### src/rtl/fft8_pkg.sv
// Shared types and sizes for the FFT-8 input framer and its sample banks.
package fft8_pkg;

  localparam int DATA_W = 16;
  localparam int N_PTS  = 8;
  localparam int IDX_W  = $clog2(N_PTS);

  // Life cycle of one ping-pong bank: being filled, waiting for launch, held for the FFT.
  typedef enum logic [1:0] {
    FREE  = 2'd0,
    FULL  = 2'd1,
    INUSE = 2'd2
  } bank_state_t;

  // Launch sequencer: waiting for a full bank, or waiting for the FFT result.
  typedef enum logic {
    IDLE = 1'b0,
    RUN  = 1'b1
  } launch_state_t;

endpackage

### src/rtl/fft8_sample_bank.sv
// One 8-sample frame buffer with a single write port, a parallel read of all
// samples, and its own FREE/FULL/INUSE occupancy state.
module fft8_sample_bank #(
  parameter int DATA_W = fft8_pkg::DATA_W
) (
  input  logic                                    clk,
  input  logic                                    rst,
  input  logic                                    wr_en,
  input  logic [fft8_pkg::IDX_W-1:0]              wr_idx,
  input  logic [DATA_W-1:0]                       wr_data,
  input  logic                                    set_full,
  input  logic                                    set_inuse,
  input  logic                                    release_bank,
  output fft8_pkg::bank_state_t                   state,
  output logic [fft8_pkg::N_PTS-1:0][DATA_W-1:0]  rd_data
);
  import fft8_pkg::*;

  logic [N_PTS-1:0][DATA_W-1:0] mem;

  // Sample storage: one word written per accepted sample.
  // NOTE: the storage is reset (not left undefined) because the frame outputs must read zero straight out of reset.
  always_ff @(posedge clk or negedge rst) begin
    if (!rst) begin
      mem <= '0;
    end else if (wr_en) begin
      // NOTE: non-blocking assignment keeps every register update in step at the clock edge.
      mem[wr_idx] <= wr_data;
    end
  end

  // Occupancy state; the strobes never coincide because each applies to a different state.
  always_ff @(posedge clk or negedge rst) begin
    if (!rst) begin
      state <= FREE;
    end else if (release_bank) begin
      state <= FREE;
    end else if (set_inuse) begin
      state <= INUSE;
    end else if (set_full) begin
      state <= FULL;
    end
  end

  assign rd_data = mem;

endmodule

### src/rtl/fft8_input_framer.sv
// Packs a valid/ready sample stream into 8-sample frames across two ping-pong
// banks, checks frame boundaries against s_last_i, and launches the FFT one
// frame at a time while holding the frame stable until the FFT reports done.
module fft8_input_framer #(
  parameter int DATA_W = fft8_pkg::DATA_W
) (
  input  logic              clk,
  input  logic              rst,
  input  logic [DATA_W-1:0] s_data_i,
  input  logic              s_valid_i,
  input  logic              s_last_i,
  output logic              s_ready_o,
  input  logic              fft_busy_i,
  input  logic              fft_valid_i,
  output logic              start_o,
  output logic [DATA_W-1:0] x_0_o,
  output logic [DATA_W-1:0] x_1_o,
  output logic [DATA_W-1:0] x_2_o,
  output logic [DATA_W-1:0] x_3_o,
  output logic [DATA_W-1:0] x_4_o,
  output logic [DATA_W-1:0] x_5_o,
  output logic [DATA_W-1:0] x_6_o,
  output logic [DATA_W-1:0] x_7_o,
  output logic              frame_err_o,
  output logic [7:0]        frame_cnt_o
);
  import fft8_pkg::*;

  localparam logic [IDX_W-1:0] LAST_IDX = IDX_W'(N_PTS - 1);

  logic                         wr_bank;
  logic                         rd_bank;
  logic [IDX_W-1:0]             wr_idx;
  launch_state_t                state;

  bank_state_t                  bank_state [2];
  logic [N_PTS-1:0][DATA_W-1:0] bank_data  [2];
  logic [N_PTS-1:0][DATA_W-1:0] rd_frame;

  logic                         xfer;
  logic                         at_last;
  logic                         early_last;
  logic                         launch;
  logic                         done;
  logic [1:0]                   wr_en;
  logic [1:0]                   set_full;
  logic [1:0]                   set_inuse;
  logic [1:0]                   release_bank;

  assign s_ready_o = (bank_state[wr_bank] == FREE);

  // Handshake decode, framing check and per-bank strobe steering.
  always_comb begin
    // NOTE: every output of this block gets a default first so no latch is inferred.
    wr_en        = '0;
    set_full     = '0;
    set_inuse    = '0;
    release_bank = '0;
    xfer         = s_valid_i && s_ready_o;
    at_last      = (wr_idx == LAST_IDX);
    early_last   = xfer && s_last_i && !at_last;
    launch       = (state == IDLE) && (bank_state[rd_bank] == FULL) && !fft_busy_i;
    done         = (state == RUN) && fft_valid_i;
    // An early s_last_i drops the current sample along with the partial frame.
    wr_en[wr_bank]        = xfer && !early_last;
    set_full[wr_bank]     = xfer && at_last;
    set_inuse[rd_bank]    = launch;
    release_bank[rd_bank] = done;
  end

  for (genvar b = 0; b < 2; b++) begin : g_bank
    fft8_sample_bank #(
      .DATA_W(DATA_W)
    ) u_bank (
      .clk          (clk),
      .rst          (rst),
      .wr_en        (wr_en[b]),
      .wr_idx       (wr_idx),
      .wr_data      (s_data_i),
      .set_full     (set_full[b]),
      .set_inuse    (set_inuse[b]),
      .release_bank (release_bank[b]),
      .state        (bank_state[b]),
      .rd_data      (bank_data[b])
    );
  end

  // Write/read pointers and the framing-error pulse.
  always_ff @(posedge clk or negedge rst) begin
    if (!rst) begin
      wr_bank     <= 1'b0;
      wr_idx      <= '0;
      rd_bank     <= 1'b0;
      frame_err_o <= 1'b0;
    end else begin
      frame_err_o <= xfer && (s_last_i != at_last);
      if (xfer) begin
        if (at_last || early_last) begin
          wr_idx <= '0;
        end else begin
          wr_idx <= wr_idx + 1'b1;
        end
        if (at_last) begin
          wr_bank <= ~wr_bank;
        end
      end
      if (done) begin
        rd_bank <= ~rd_bank;
      end
    end
  end

  // Launch FSM with registered start pulse and launch counter.
  always_ff @(posedge clk or negedge rst) begin
    if (!rst) begin
      state       <= IDLE;
      start_o     <= 1'b0;
      frame_cnt_o <= 8'd0;
    end else begin
      start_o <= 1'b0;
      case (state)
        IDLE: begin
          if (launch) begin
            state       <= RUN;
            start_o     <= 1'b1;
            frame_cnt_o <= frame_cnt_o + 8'd1;
          end
        end
        RUN: begin
          // Busy is deliberately ignored here; only the result pulse ends a run.
          if (fft_valid_i) begin
            state <= IDLE;
          end
        end
      endcase
    end
  end

  // The FFT always sees the bank at the read pointer; it cannot change while INUSE.
  assign rd_frame = bank_data[rd_bank];
  assign x_0_o    = rd_frame[0];
  assign x_1_o    = rd_frame[1];
  assign x_2_o    = rd_frame[2];
  assign x_3_o    = rd_frame[3];
  assign x_4_o    = rd_frame[4];
  assign x_5_o    = rd_frame[5];
  assign x_6_o    = rd_frame[6];
  assign x_7_o    = rd_frame[7];

endmodule

### config.mk
export PLATFORM = sky130hd
export DESIGN_NAME = fft8_input_framer
export DESIGN_NICKNAME = d
export VERILOG_FILES = /design/src/rtl/fft8_pkg.sv /design/src/rtl/fft8_sample_bank.sv /design/src/rtl/fft8_input_framer.sv
export SDC_FILE = /design/constraint.sdc
export NUM_CORES = 1
export LEC_CHECK = 0
export CAP_MARGIN = 15
export CELL_PAD_IN_SITES_DETAIL_PLACEMENT = 0
export CELL_PAD_IN_SITES_GLOBAL_PLACEMENT = 1
export CORE_UTILIZATION = 50
export DETAILED_ROUTE_END_ITERATION = 10
export PLACE_DENSITY_LB_ADDON = 0.1
export SLEW_MARGIN = 20
export SYNTH_ARGS = -nofsm -noshare
export SYNTH_HDL_FRONTEND = slang
export SYNTH_HIERARCHICAL = 1
export SYNTH_SLANG_ARGS = --single-unit
### constraint.sdc
create_clock -name clk -period 4.2 [get_ports clk]
set_input_delay 0.63 -clock clk [delete_from_list [all_inputs] [get_ports clk]]
set_output_delay 0.63 -clock clk [all_outputs]
set_load 0.02 [all_outputs]
==> summary.md <==
| Metric | Value |
|---|---|
| Syn_nets | `819` |
| Hold/Removal Path Class | `in -> async` |
| Max Slew Vio Count | `0` |
| P per Cell Area | `595 mW/mm^2` |
| Largest family of logic cells by synthesized area | `multiplexers` |
| Top Ports | `161` |
| Layout cell share with drive strength beyond 1 | `0.486` |
| Diodes inserted | `0` |
| Die Span Y | `159 um` |
| #FFs+latches synth | `276` |
| Post-synthesis compound-gate area fraction | `0.00498` |
| Final Critical Period | `3.48 ns` |
| Arr. time, crit path | `2.85 ns` |
| Core Region | `0.0242 mm^2` |
| Placed insts | `1251` |
| Setup ws final | `0.721 ns` |
| Distinct cells, synth | `36` |
| Final setup fails | `0` |
| Mux cell area share after synthesis | `0.359` |
| Commonest non-fill, non-tap cell in the layout | `mux2_2` |
| Syn Inst Count | `794` |
| Total Routed Length | `28200 um` |
| Clock sinks | `276` |
| Initial antenna violation count | `0` |
| Slowest stage cell, crit path | `dfrtp_4` |
| Setup bufs post-CTS | `0` |
| FF-to-FF setup slack | `1.01 ns` |
| Status | `finished, final reports clean` |
| Max cap viols | `0` |
| Multi-input gate area | `0.00512 mm^2` |
| Area occupied by registers | `0.00691 mm^2` |
| Die Area | `0.0252 mm^2` |
| Worst path max stage delay | `0.89 ns` |
| DRC | `0` |
| Die Wd | `159 um` |
| Final nets | `986` |
| Crit Path Category | `reg -> out` |
| Slew HR | `0.388` |
| ANT nets after route | `0` |
| Clk_lat worst skew | `0.54 ns` |
| VDD IR-drop max | `0.386 mV` |
| Setup crit end kind | `primary output` |
| DP Wirelength | `18200 um` |
| Cell depth of the worst flop-to-flop path | `7` |
| Non-Filler Instances | `1308` |
| Clock-pin slew on the worst setup and hold paths | `0.06 ns` |
| Input/output buffers | `160` |
| CTS tree | `yes` |
| Grt total ovfl | `0` |
| Crit start category | `flop` |
| P&R area growth vs syn | `24.2%` |
| Largest net degree at the start of global routing | `138` |
| Syn Area/Cell | `15.5 um^2` |
| Cell Area, Synth | `0.0123 mm^2` |
| Crit path max fanout | `48` |
| Synthesis Warnings | `6` |
| Number of global-route vias before repair | `7884` |
| Post-synthesis adder-cell area fraction | `0.00305` |
| Vias | `7169` |
| Critical path depth in cells | `3` |
| # rows | `57` |
| First-pass GRT wire length | `45400 um` |
| Setup TNS | `0 ns` |
| Gpl congestion | `0.729` |
| Post-route cell area | `0.0153 mm^2` |
| WP data required | `3.57 ns` |
| Max Root-Sink Buffers | `3` |
| Setup Skew | `0.0166 ns` |
| Fin. Hold Viols | `0` |
| Post-cts resize count | `0` |
| Commonest non-fill, non-tap cells in the layout | `mux2_2, dfrtp_1, clkdlybuf4s50_1` |
| Fmax | `287 MHz` |
| CTS H-tree depth | `1` |
| Final core utilization | `0.630` |
| 1st-iter DRT viols | `299` |
| Initial Util | `0.507` |
| Drt pass-1 iters | `4` |
| Clock root cell | `clkbuf_16` |
| RSZ-0062 raised after global routing | `no` |
| Cell family with most CP delay | `buffers and inverters` |
| Measured slew at the worst slew-check pin | `0.918 ns` |
| Post-synthesis xor/xnor area fraction | `0.00712` |
| Total Routing Usage GR | `0.228` |
| Ordered list of cells on the worst path | `buf_4 > mux2_2 > clkdlybuf4s50_1` |
| Total CTS buffers | `31` |
| Vias per inst | `5.48` |
| Post-DP Area | `0.0142 mm^2` |
| P_leak | `0.00741 uW` |
| Buf/Inv on CP | `2` |
| Routed wire per std cell | `21.5 um` |
| Final cycle utilization of the critical path | `0.828` |
| Simple-gate share of the synthesized area | `0.0365` |
| DP Worst Slack | `0.976 ns` |
| CTS Hold Bufs | `0` |
| Part of the Yosys area used for sequential elements | `0.561` |
| Filler cells | `1773` |
## worst register-to-register path: stages, from the launching register on
cell and delay, ns:
dfrtp_1 0.94, ha_1 0.43, nor2b_1 0.10, nor3b_1 0.21, buf_4 0.21, nor4bb_4 0.53, buf_4 0.31, mux2_2 0.36
## path summary, 6_finish.rpt
check                                      startpoint                                        to
max                               rd_bank$_DFFE_PN0P_                                  x_1_o[0]
min                                               rst                frame_cnt_o[6]$_DFFE_PN0P_
max reg2reg                     wr_idx[2]$_DFFE_PN0N_  g_bank[1].u_bank/rd_data[24]$_DFFE_PN0P_
min reg2reg                frame_cnt_o[7]$_DFFE_PN0P_                frame_cnt_o[7]$_DFFE_PN0P_
max in group asynchronous                         rst  g_bank[1].u_bank/rd_data[41]$_DFFE_PN0P_
min in group clk           frame_cnt_o[7]$_DFFE_PN0P_                frame_cnt_o[7]$_DFFE_PN0P_
## sequential cells by signal, summed over array words and instances (netlist names)
name and cells:
wr_bank 1, state 1, g_bank.u_bank/state 4, frame_err_o 1, g_bank.u_bank/rd_data 256, wr_idx 3
start_o 1, rd_bank 1, frame_cnt_o 8
## layer usage
layer / global-route usage / part of all wire
met1: 0.312 / 0.45
met2: 0.386 / 0.49
met3: 0.0313 / 0.034
met4: 0.0542 / 0.017
met5: 0 / 0
## through the flow
step	hold WS, ns	power, uW
after global routing	0.0230	9500
final	0.00519	9080
after floorplan	0.334	5380
after global placement	0.457	6440
after CTS	0.262	9190
after detailed placement	0.466	6540
## where the power goes
part	switching [uW]	leakage, uW	internal, uW
combinational	1340	0.00316	1580
clock	1030	0.000504	1580
sequential	397	0.00374	3160
total	2770	0.00741	6320
## Yosys cell counts (all sizes together)
library cell    n  area share
a21o            1     0.00061
a21oi           2     0.00081
and2            1     0.00051
and2b           1     0.00061
and4bb          1      0.0010
buf            46       0.026
dfrtp         276        0.56
ha              3      0.0031
inv             6      0.0018
mux2          385        0.36
nand2           6      0.0018
nand2b          2      0.0010
nand3           4      0.0016
nand4           2      0.0020
nand4b          6      0.0073
nor2           11      0.0034
nor2b           2      0.0010
nor3            9      0.0037
nor3b           3      0.0018
nor4            2      0.0015
nor4b           2      0.0039
nor4bb          5      0.0041
o211ai          1     0.00061
o21ai           5      0.0029
or2             2      0.0012
xnor2           3      0.0021
xor2            7      0.0050
## cells by family (layout without fill, tap and decap cells)
family | after synthesis | count (layout)
simple gates | 59 | 59
xor+xnor | 10 | 10
fa+ha+maj | 3 | 3
buf+inv | 52 | 242
compound gates | 9 | 9
mux | 385 | 385
flops | 276 | 276
## area by class of cell
type                       count  area share
clock inverter                 5     0.00213
multi-input combinational    466       0.335
sequential                   276       0.452
inverter                       6     0.00147
tap                          324      0.0265
timing repair buffer         180       0.118
clock buffer                  51      0.0642
Note: power is estimated with default switching activity, not from simulation.
